`config.mk`:
```
export PLATFORM = sky130hd
export DESIGN_NAME = axi_gp_lite_bridge
export DESIGN_NICKNAME = d
export VERILOG_FILES = /design/src/rtl/axi_gp_pkg.sv /design/src/rtl/axi_gp_rd_chan.sv /design/src/rtl/axi_gp_lite_bridge.sv
export SDC_FILE = /design/constraint.sdc
export NUM_CORES = 1
export LEC_CHECK = 0
export CORE_AREA = 2 2 145 147
export CTS_CLUSTER_DIAMETER = 200
export DETAILED_ROUTE_END_ITERATION = 6
export DIE_AREA = 0 0 147 149
export GPL_TIMING_DRIVEN = 0
export PLACE_DENSITY_LB_ADDON = 0.05
export SYNTH_ARGS = -nofsm -noshare
export SYNTH_HDL_FRONTEND = slang
export SYNTH_SLANG_ARGS = --single-unit
```
`constraint.sdc`:
```
create_clock -name clock -period 7.55 [get_ports clock]
set_input_delay 1.51 -clock clock [delete_from_list [all_inputs] [get_ports clock]]
set_output_delay 1.51 -clock clock [all_outputs]
set_load 0.02 [all_outputs]
```
`src/rtl/axi_gp_pkg.sv`:
```
// axi_gp_pkg: response codes and FSM state types shared by the AXI3-to-AXI-lite bridge.
package axi_gp_pkg;
  localparam logic [1:0] RESP_OKAY = 2'b00;
  localparam logic [1:0] RESP_SLVERR = 2'b10;
  typedef enum logic [2:0] {W_IDLE, W_COLLECT, W_ISSUE, W_DRAIN, W_RESP} w_state_e;
  typedef enum logic [1:0] {R_IDLE, R_ISSUE, R_RESP, R_ERR} r_state_e;
endpackage

```
`src/rtl/axi_gp_rd_chan.sv`:
```
// axi_gp_rd_chan: read FSM; single beats go downstream, bursts are answered locally with SLVERR beats.
module axi_gp_rd_chan import axi_gp_pkg::*; #(
  parameter int ID_W = 12,
  parameter int ADDR_W = 32,
  parameter int DATA_W = 32,
  parameter int WINDOW_W = 12
) (
  input  logic              clock,
  input  logic              reset,
  input  logic [ID_W-1:0]   s_arid,
  input  logic [ADDR_W-1:0] s_araddr,
  input  logic [3:0]        s_arlen,
  input  logic [2:0]        s_arprot,
  input  logic              s_arvalid,
  output logic              s_arready,
  output logic [ID_W-1:0]   s_rid,
  output logic [DATA_W-1:0] s_rdata,
  output logic [1:0]        s_rresp,
  output logic              s_rlast,
  output logic              s_rvalid,
  input  logic              s_rready,
  output logic [ADDR_W-1:0] m_araddr,
  output logic [2:0]        m_arprot,
  output logic              m_arvalid,
  input  logic              m_arready,
  input  logic [DATA_W-1:0] m_rdata,
  input  logic [1:0]        m_rresp,
  input  logic              m_rvalid,
  output logic              m_rready
);
  r_state_e r_st_q, r_st_d;
  logic [3:0] cnt_q, cnt_d;
  logic [ID_W-1:0] s_rid_q, s_rid_d;
  logic [DATA_W-1:0] s_rdata_q, s_rdata_d;
  logic [1:0] s_rresp_q, s_rresp_d;
  logic [ADDR_W-1:0] m_araddr_q, m_araddr_d;
  logic [2:0] m_arprot_q, m_arprot_d;
  logic s_arready_q, s_arready_d, s_rlast_q, s_rlast_d, s_rvalid_q, s_rvalid_d;
  logic m_arvalid_q, m_arvalid_d, m_rready_q, m_rready_d;
  always_comb begin
    r_st_d = r_st_q;
    cnt_d = cnt_q;
    s_rid_d = s_rid_q;
    s_rdata_d = s_rdata_q;
    s_rresp_d = s_rresp_q;
    s_rlast_d = s_rlast_q;
    s_rvalid_d = s_rvalid_q;
    m_araddr_d = m_araddr_q;
    m_arprot_d = m_arprot_q;
    m_arvalid_d = m_arvalid_q;
    m_rready_d = m_rready_q;
    case (r_st_q)
      R_IDLE: if (s_arvalid && s_arready_q) begin
        s_rid_d = s_arid;
        m_araddr_d = ADDR_W'(s_araddr[WINDOW_W-1:0]);
        m_arprot_d = s_arprot;
        if (s_arlen == 4'd0) begin
          r_st_d = R_ISSUE;
          m_arvalid_d = 1'b1;
        end else begin
          r_st_d = R_ERR;
          cnt_d = s_arlen;
          s_rvalid_d = 1'b1;
          s_rdata_d = '0;
          s_rresp_d = RESP_SLVERR;
          s_rlast_d = 1'b0;
        end
      end
      R_ISSUE: begin
        m_arvalid_d = m_arvalid_q && !m_arready;
        if (m_rready_q && m_rvalid) begin
          r_st_d = R_RESP;
          m_rready_d = 1'b0;
          s_rvalid_d = 1'b1;
          s_rdata_d = m_rdata;
          s_rresp_d = m_rresp;
          s_rlast_d = 1'b1;
        end else m_rready_d = !m_arvalid_d;
      end
      R_RESP: if (s_rready) begin
        r_st_d = R_IDLE;
        s_rvalid_d = 1'b0;
        s_rlast_d = 1'b0;
      end
      R_ERR: if (s_rready) begin
        r_st_d = s_rlast_q ? R_IDLE : R_ERR;
        s_rvalid_d = !s_rlast_q;
        cnt_d = s_rlast_q ? cnt_q : cnt_q - 4'd1;
        s_rlast_d = !s_rlast_q && (cnt_d == 4'd0);
      end
    endcase
    s_arready_d = (r_st_d == R_IDLE);
  end
  always_ff @(posedge clock or posedge reset) begin
    if (reset) begin
      r_st_q <= R_IDLE;
      cnt_q <= '0;
      s_rid_q <= '0;
      s_rdata_q <= '0;
      s_rresp_q <= '0;
      s_rlast_q <= 1'b0;
      s_rvalid_q <= 1'b0;
      s_arready_q <= 1'b0;
      m_araddr_q <= '0;
      m_arprot_q <= '0;
      m_arvalid_q <= 1'b0;
      m_rready_q <= 1'b0;
    end else begin
      r_st_q <= r_st_d;
      cnt_q <= cnt_d;
      s_rid_q <= s_rid_d;
      s_rdata_q <= s_rdata_d;
      s_rresp_q <= s_rresp_d;
      s_rlast_q <= s_rlast_d;
      s_rvalid_q <= s_rvalid_d;
      s_arready_q <= s_arready_d;
      m_araddr_q <= m_araddr_d;
      m_arprot_q <= m_arprot_d;
      m_arvalid_q <= m_arvalid_d;
      m_rready_q <= m_rready_d;
    end
  end
  assign s_arready = s_arready_q;
  assign s_rid = s_rid_q;
  assign s_rdata = s_rdata_q;
  assign s_rresp = s_rresp_q;
  assign s_rlast = s_rlast_q;
  assign s_rvalid = s_rvalid_q;
  assign m_araddr = m_araddr_q;
  assign m_arprot = m_arprot_q;
  assign m_arvalid = m_arvalid_q;
  assign m_rready = m_rready_q;
endmodule

```
`src/rtl/axi_gp_lite_bridge.sv`:
```
// axi_gp_lite_bridge: PS7 AXI3 slave to single-beat AXI-lite master, one outstanding write and read.
module axi_gp_lite_bridge import axi_gp_pkg::*; #(
  parameter int ID_W = 12,
  parameter int ADDR_W = 32,
  parameter int DATA_W = 32,
  parameter int WINDOW_W = 12
) (
  input  logic                clock,
  input  logic                reset,
  input  logic [ID_W-1:0]     s_awid,
  input  logic [ADDR_W-1:0]   s_awaddr,
  input  logic [3:0]          s_awlen,
  input  logic [2:0]          s_awprot,
  input  logic                s_awvalid,
  output logic                s_awready,
  input  logic [ID_W-1:0]     s_wid,
  input  logic [DATA_W-1:0]   s_wdata,
  input  logic [DATA_W/8-1:0] s_wstrb,
  input  logic                s_wlast,
  input  logic                s_wvalid,
  output logic                s_wready,
  output logic [ID_W-1:0]     s_bid,
  output logic [1:0]          s_bresp,
  output logic                s_bvalid,
  input  logic                s_bready,
  input  logic [ID_W-1:0]     s_arid,
  input  logic [ADDR_W-1:0]   s_araddr,
  input  logic [3:0]          s_arlen,
  input  logic [2:0]          s_arprot,
  input  logic                s_arvalid,
  output logic                s_arready,
  output logic [ID_W-1:0]     s_rid,
  output logic [DATA_W-1:0]   s_rdata,
  output logic [1:0]          s_rresp,
  output logic                s_rlast,
  output logic                s_rvalid,
  input  logic                s_rready,
  output logic [ADDR_W-1:0]   m_awaddr,
  output logic [2:0]          m_awprot,
  output logic                m_awvalid,
  input  logic                m_awready,
  output logic [DATA_W-1:0]   m_wdata,
  output logic [DATA_W/8-1:0] m_wstrb,
  output logic                m_wvalid,
  input  logic                m_wready,
  input  logic [1:0]          m_bresp,
  input  logic                m_bvalid,
  output logic                m_bready,
  output logic [ADDR_W-1:0]   m_araddr,
  output logic [2:0]          m_arprot,
  output logic                m_arvalid,
  input  logic                m_arready,
  input  logic [DATA_W-1:0]   m_rdata,
  input  logic [1:0]          m_rresp,
  input  logic                m_rvalid,
  output logic                m_rready
);
  w_state_e w_st_q, w_st_d;
  logic aw_held_q, aw_held_d, w_held_q, w_held_d, wlast_q, wlast_d;
  logic [ID_W-1:0] awid_q, awid_d, wid_q, wid_d, s_bid_q, s_bid_d;
  logic [3:0] awlen_q, awlen_d;
  logic [ADDR_W-1:0] m_awaddr_q, m_awaddr_d;
  logic [2:0] m_awprot_q, m_awprot_d;
  logic [DATA_W-1:0] m_wdata_q, m_wdata_d;
  logic [DATA_W/8-1:0] m_wstrb_q, m_wstrb_d;
  logic [1:0] s_bresp_q, s_bresp_d;
  logic m_awvalid_q, m_awvalid_d, m_wvalid_q, m_wvalid_d, m_bready_q, m_bready_d;
  logic s_awready_q, s_awready_d, s_wready_q, s_wready_d, s_bvalid_q, s_bvalid_d;
  logic aw_hs, w_hs;
  assign aw_hs = s_awvalid && s_awready_q;
  assign w_hs = s_wvalid && s_wready_q;
  always_comb begin
    w_st_d = w_st_q;
    aw_held_d = aw_held_q;
    w_held_d = w_held_q;
    wlast_d = wlast_q;
    awid_d = awid_q;
    wid_d = wid_q;
    awlen_d = awlen_q;
    m_awaddr_d = m_awaddr_q;
    m_awprot_d = m_awprot_q;
    m_wdata_d = m_wdata_q;
    m_wstrb_d = m_wstrb_q;
    m_awvalid_d = m_awvalid_q;
    m_wvalid_d = m_wvalid_q;
    m_bready_d = m_bready_q;
    s_bvalid_d = s_bvalid_q;
    s_bresp_d = s_bresp_q;
    s_bid_d = s_bid_q;
    case (w_st_q)
      W_IDLE, W_COLLECT: begin
        if (aw_hs) begin
          aw_held_d = 1'b1;
          awid_d = s_awid;
          awlen_d = s_awlen;
          m_awaddr_d = ADDR_W'(s_awaddr[WINDOW_W-1:0]);
          m_awprot_d = s_awprot;
        end
        if (w_hs) begin
          w_held_d = 1'b1;
          wid_d = s_wid;
          wlast_d = s_wlast;
          m_wdata_d = s_wdata;
          m_wstrb_d = s_wstrb;
        end
        // Burst length is decided on the cycle AW and the first W beat are both in hand.
        if (aw_held_d && w_held_d) begin
          aw_held_d = 1'b0;
          w_held_d = 1'b0;
          if (awlen_d == 4'd0) begin
            w_st_d = W_ISSUE;
            m_awvalid_d = 1'b1;
            m_wvalid_d = 1'b1;
          end else if (wlast_d) begin
            w_st_d = W_RESP;
            s_bvalid_d = 1'b1;
            s_bresp_d = RESP_SLVERR;
            s_bid_d = awid_d;
          end else w_st_d = W_DRAIN;
        end else if (aw_held_d || w_held_d) w_st_d = W_COLLECT;
      end
      W_ISSUE: begin
        m_awvalid_d = m_awvalid_q && !m_awready;
        m_wvalid_d = m_wvalid_q && !m_wready;
        if (m_bready_q && m_bvalid) begin
          w_st_d = W_RESP;
          m_bready_d = 1'b0;
          s_bvalid_d = 1'b1;
          s_bresp_d = (wid_q != awid_q) ? RESP_SLVERR : m_bresp;
          s_bid_d = awid_q;
        end else m_bready_d = !m_awvalid_d && !m_wvalid_d;
      end
      W_DRAIN: if (w_hs && s_wlast) begin
        w_st_d = W_RESP;
        s_bvalid_d = 1'b1;
        s_bresp_d = RESP_SLVERR;
        s_bid_d = awid_q;
      end
      W_RESP: if (s_bready) begin
        w_st_d = W_IDLE;
        s_bvalid_d = 1'b0;
      end
    endcase
    s_awready_d = (w_st_d == W_IDLE) || (w_st_d == W_COLLECT && !aw_held_d);
    s_wready_d = (w_st_d == W_IDLE) || (w_st_d == W_COLLECT && !w_held_d) || (w_st_d == W_DRAIN);
  end
  always_ff @(posedge clock or posedge reset) begin
    if (reset) begin
      w_st_q <= W_IDLE;
      aw_held_q <= 1'b0;
      w_held_q <= 1'b0;
      wlast_q <= 1'b0;
      awid_q <= '0;
      wid_q <= '0;
      awlen_q <= '0;
      m_awaddr_q <= '0;
      m_awprot_q <= '0;
      m_wdata_q <= '0;
      m_wstrb_q <= '0;
      m_awvalid_q <= 1'b0;
      m_wvalid_q <= 1'b0;
      m_bready_q <= 1'b0;
      s_awready_q <= 1'b0;
      s_wready_q <= 1'b0;
      s_bvalid_q <= 1'b0;
      s_bresp_q <= '0;
      s_bid_q <= '0;
    end else begin
      w_st_q <= w_st_d;
      aw_held_q <= aw_held_d;
      w_held_q <= w_held_d;
      wlast_q <= wlast_d;
      awid_q <= awid_d;
      wid_q <= wid_d;
      awlen_q <= awlen_d;
      m_awaddr_q <= m_awaddr_d;
      m_awprot_q <= m_awprot_d;
      m_wdata_q <= m_wdata_d;
      m_wstrb_q <= m_wstrb_d;
      m_awvalid_q <= m_awvalid_d;
      m_wvalid_q <= m_wvalid_d;
      m_bready_q <= m_bready_d;
      s_awready_q <= s_awready_d;
      s_wready_q <= s_wready_d;
      s_bvalid_q <= s_bvalid_d;
      s_bresp_q <= s_bresp_d;
      s_bid_q <= s_bid_d;
    end
  end
  assign s_awready = s_awready_q;
  assign s_wready = s_wready_q;
  assign s_bid = s_bid_q;
  assign s_bresp = s_bresp_q;
  assign s_bvalid = s_bvalid_q;
  assign m_awaddr = m_awaddr_q;
  assign m_awprot = m_awprot_q;
  assign m_awvalid = m_awvalid_q;
  assign m_wdata = m_wdata_q;
  assign m_wstrb = m_wstrb_q;
  assign m_wvalid = m_wvalid_q;
  assign m_bready = m_bready_q;
  axi_gp_rd_chan #(.ID_W(ID_W), .ADDR_W(ADDR_W), .DATA_W(DATA_W), .WINDOW_W(WINDOW_W)) u_rd (.*);
endmodule
```
## Yosys cells after proc, flatten, opt, wreduce, memory -nomap -nowiden

Cells that the tools add are included.

- Flip-flop bits (word level): 177
- Latch bits: 0
- Bits in writable memories: 0
- ROM bits: 0
- Bits of input ports: 199
- Output and inout bits: 177
- Logic and storage cells: 185
- Memories: 0

- $add $sub $neg: 1
- Multiply operators: 0
- Div/mod/pow operators: 0
- Magnitude comparators: 0
- Equal/unequal tests: 23
- Shifts and indexed selects: 0
- Muxes and demuxes: 80
- Bitwise operators: 0
- Reductions and logical operators: 50

Operators by type and width:

| operator | count |
|---|---|
| $mux W32 | 3 |
| $mux W12 | 6 |
| $pmux W32 S2 | 1 |
| $pmux W12 S3 | 1 |
| $mux W1 | 30 |
| $mux W2 | 15 |
| $mux W4 | 6 |
| $mux W3 | 7 |
| $ne A2 B2 Y1 const B | 9 |
| $logic_and A1 B1 Y1 | 14 |
| $logic_not A4 Y1 | 3 |
| $ne A12 B12 Y1 | 1 |
| $pmux W1 S4 | 3 |
| $pmux W3 S4 | 1 |
| $eq A3 B2 Y1 const B | 3 |
| $logic_not A1 Y1 | 9 |
| $ne A2 B1 Y1 const B | 4 |
| $pmux W2 S4 | 1 |
| $pmux W4 S2 | 1 |
| $reduce_and A4 Y1 | 2 |
| $reduce_and A7 Y1 | 1 |
| $eq A3 B1 Y1 const B | 2 |
| $logic_not A3 Y1 | 2 |
| $pmux W1 S2 | 3 |
| other kinds (16) | 26 |

## Logic depth before layout (Yosys ltp)

- Depth after elaboration: 11
- Mapped depth: 8
- Depth with buffers taken out: 6

## Hierarchy

A second synthesis with hierarchy kept.

- Cell total of the unflattened synthesis: 559
- Area total of the unflattened synthesis: 7714.9 um2

By module, submodules not included:

| module | instances | cells an instance | area each (um2) | seq. area each (um2) |
|---|---|---|---|---|
| axi_gp_lite_bridge | 1 | 327 | 4647.0 | 2627.5 |
| axi_gp_rd_chan | 1 | 232 | 3067.9 | 1801.7 |

## Worst setup path before layout

Ideal clock, no wire load.

- Path type: in2reg
- Start point: input port s_wvalid
- End point: register s_bid_q[10] (netlist: s_bid[10])
- Library setup time: 0.143 ns
- Data arrival time: 2.603 ns
- Data required time: 7.407 ns
- Slack: 4.804 ns
- Stages on the path: 6
- Buffers on the path: 1
- Cells stage by stage: a21bo_1 > a2111oi_2 > o221ai_2 > buf_6 > nand2_1 > o21ai_0

- Longest elaborated chain between the ends: 6
- Elaborated cells between the ends (all ways): 11
- Classes of those cells: 3 x eq/ne; 4 x mux; 4 x reduce/logical

Ends and longest elaborated chain:

| item | RTL line | text |
|---|---|---|
| from (decl) | axi_gp_lite_bridge.sv:20 | `input logic s_wvalid,` |
| $logic_and A1 B1 Y1 * | axi_gp_lite_bridge.sv:71 | `assign w_hs = s_wvalid && s_wready_q;` |
| $mux W1 | axi_gp_lite_bridge.sv:99 | `if (w_hs) begin` |
| $mux W1 | axi_gp_lite_bridge.sv:90 | `case (w_st_q)` |
| $logic_and A1 B1 Y1 | axi_gp_lite_bridge.sv:107 | `if (aw_held_d && w_held_d) begin` |
| $ne A2 B2 Y1 (no source line) | -- |  |
| $reduce_and A6 Y1 (no source line) * | -- |  |
| to (signal assigned) | axi_gp_lite_bridge.sv:187 | `s_bid_q <= s_bid_d;` |
| to (decl) | axi_gp_lite_bridge.sv:60 | `logic [ID_W-1:0] awid_q, awid_d, wid_q, wid_d, s_bid_q, s_bid_d;` |

Every way passes the cells marked *; elsewhere a longest branch is shown, timed or not. The select of a mux whose other input is x is not followed.
A chain may end at the register's enable or synchronous reset.

## Final worst setup path

- Start point: input port s_arvalid
- End point: register u_rd.s_rid_q[3] (netlist: u_rd.s_rid[3])

- Longest elaborated chain between the ends: 2

Ends and longest elaborated chain:

| item | RTL line | text |
|---|---|---|
| from (decl) | axi_gp_lite_bridge.sv:30 | `input logic s_arvalid,` |
| $logic_and A1 B1 Y1 | axi_gp_rd_chan.sv:53 | `R_IDLE: if (s_arvalid && s_arready_q) begin` |
| $reduce_and A2 Y1 (no source line) | -- |  |
| to (signal assigned) | axi_gp_rd_chan.sv:111 | `s_rid_q <= s_rid_d;` |
| to (decl) | axi_gp_rd_chan.sv:33 | `logic [ID_W-1:0] s_rid_q, s_rid_d;` |

Every way passes these cells.

==> flow_metrics.tcl <==
set metrics [dict create \
    status "completed" \
    period_minus_slack_ns 3.195 \
    post_cts_buffers 0 \
    chipHeight_um 149 \
    htreeDepth 4 \
    clk_pin_slew_ns 0.07 \
    clock_path_buffers 2 \
    drive_gt1_share_pct 22.74 \
    antenna_left 0 \
    fin_skew_ns 0.01268 \
    hold_path.class "reg2reg" \
    clk_latency_ns 0.42 \
    fp.dieArea_sq_um 21900 \
    peakVddDrop_uv 180.1 \
    syn-instance-count 640 \
    synth-edff-count 0 \
    worstSetupPathType "in2reg" \
    routedWlPerCell_um 15.36 \
    async_flop_share_pct 100.0 \
    cts_inserted_buffers 17 \
    synthTopCellsByArea "dfrtp_1 57%, mux2_2 15%, nand2_1 4.9%, buf_4 4.2%, nand3_1 2.4%" \
    io_pins 376 \
    drv_cap 0 \
    grt_usage_pct 18.08 \
    slew_viol_final 0 \
    grt_pass1_vias 5805 \
    place_hpwl_um 14470 \
    power_density_nw_per_um2 418.3 \
    fin_setup_tns_ns 0 \
    yosysMostFrequentCell "dfrtp_1" \
    nets 1194 \
    grt_start_max_net_pins 100 \
    crit_fanout 10 \
    yosysSeqAreaShare_pct 56.93 \
    timing.final.hold_violations 0 \
    via_count 5825 \
    routed_wl_um 19710 \
    end_kind "flip-flop" \
    syn_avg_cell_area_sq_um 12.16 \
    initial_core_util_pct 37.85 \
    grt_first_pass_wirelength_um 31060 \
    ctsHoldBuffers 0 \
    synthFlopType "dfrtp_1" \
    cts.sinks 177 \
    finalSetupViolCount 0 \
    post_cts_resized 0 \
    tritoncts "yes" \
    power_mw 4.959 \
    ys_warn_count 0 \
    netlist.area_leader.share_pct 56.93 \
    gp_congestion 0.8080 \
    synthTopCellsByCount "177 x dfrtp_1, 107 x mux2_2, 101 x nand2_1" \
    num_rows 53 \
    yosysUniqueCellTypes 61 \
    clockRootBuffer "clkbuf_16" \
    syn_area_sq_um 7780 \
    synth_area_leader_cell "dfrtp_1" \
    p_leak_nw 5.228 \
    fmax_mhz 312.9 \
    crit_arrival_ns 3.49 \
    rsz0062_at_grt "no" \
    critPathRequiredTime_ns 7.85 \
    grt_antenna_before_repair 1 \
    dieWidth_um 147 \
    drc_errors 0 \
    area_growth_pct 52.36 \
    coreArea_sq_um 20560 \
    worst_pin_slew_ns 0.7026 \
    viasPerCell 4.540 \
    place_inst 1250 \
    instances_no_fill 1283 \
    grt-ovfl-total 0 \
    portBuffers 295 \
    drtIter0Drc 202 \
    slew_headroom_pct 52.91 \
    fin_crit_sh_pct 42.32 \
    start_kind "input port" \
    dr.pass1.iters 4 \
    synth_seq_cells 177 \
]
power breakdown:
| group | switching [mW] | internal, mW |
|---|---|---|
| Clock | 0.389 | 0.504 |
| Combinational | 1.19 | 1.21 |
| Sequential | 0.254 | 1.40 |
cell type report:
class / count / area [sq um]
Fill cell: 1804 / 8703
Sequential cell: 177 / 4429
Inverter: 13 / 56.30
Timing Repair Buffer: 296 / 2980
Antenna cell: 1 / 2.502
Clock buffer: 20 / 446.7
Multi-Input combinational cell: 419 / 2957
Buffer: 70 / 491.7
Tap cell: 275 / 344.1
Clock inverter: 12 / 146.4
metrics by stage:
| step | hold WS [ns] | utilization (%) | cell area, sq um | setup WS (ns) |
|---|---|---|---|---|
| 6_report | 0.4654 | 57.66 | 11850 | 4.355 |
| 5_1_grt | 0.4840 | 57.65 | 11850 | 4.229 |
| 4_1_cts | 0.4684 | 57.65 | 11850 | 4.348 |
| 3_5_place_dp | 0.4549 | 54.77 | 11260 | 3.885 |
| 3_3_place_gp | 0.4494 | 54.60 | 11220 | -1.570 |
| 2_1_floorplan | 0.4829 | - | 7926 | 1.238 |
worst paths after layout:
kind                                      start              end  slack (ns)  depth (start not counted)
worst max-delay path                  s_arvalid    u_rd.s_rid[3]        4.35                          5
worst min-delay path            u_rd.s_rdata[9]  u_rd.s_rdata[9]        0.47                          2
max in group asynchronous                 reset          wlast_q        5.07                          3
worst max register to register   u_rd.r_st_q[0]    u_rd.s_rid[3]        5.44                          4
worst min register to register  u_rd.s_rdata[9]  u_rd.s_rdata[9]        0.47                          2
min in group asynchronous                 reset       m_wdata[0]        1.62                          2
registers in the layout, summed over array words and instances (netlist names), 12 cells and up:
signal and count:
awid_q 12, m_awaddr 12, m_wdata 32, s_bid 12, u_rd.m_araddr 12, u_rd.s_rdata 32
u_rd.s_rid 12, wid_q 12
placed cells by master, fill, tap and decap left out, types with 3 or more instances in the layout:
cell and instances:
a21oi_1 9, a21oi_2 3, a32oi_1 3, buf_2 15, buf_4 44, buf_6 6
clkbuf_1 7, clkbuf_16 17, clkdlybuf4s50_1 295, clkinv_4 5, conb_1 40, dfrtp_1 177
inv_1 12, inv_6 4, mux2_2 107, mux2i_1 12, nand2_1 101, nand2b_1 3
nand3_1 38, nand4_1 3, nor2_1 14, nor4_1 4, o21ai_0 15, o21ai_2 6
o22a_1 4, xnor2_1 8, xor2_1 5
layer usage:
metal	wire (um)	share of wire, %	vias to the layer above	GRT usage, %
li1	-	-	2841	-
met2	9488	48	196	29.86
met4	306	1.6	0	5.096
met5	0	0	-	0
met1	8330	42	2770	22.60
met3	1586	8.0	18	6.483
worst max-delay path: stages:
cell and delay, ns:
clkdlybuf4s50_1 0.46, nand2_1 0.10, nor3_2 0.55, buf_2 0.48
mux2_2 0.38
cell families after synthesis:
family | after synthesis | synth area share [%]
and+or+nand+nor | 180 | 10.60
adders and majority gates | 1 | 0.1608
other | 1 | 0.04820
buffers and inverters | 83 | 6.948
AOI/OAI and AO/OA | 64 | 6.449
muxes | 121 | 17.40
xor gates and xnor gates | 13 | 1.464
DFF | 177 | 56.93
Power figures use the tool's default switching activity.
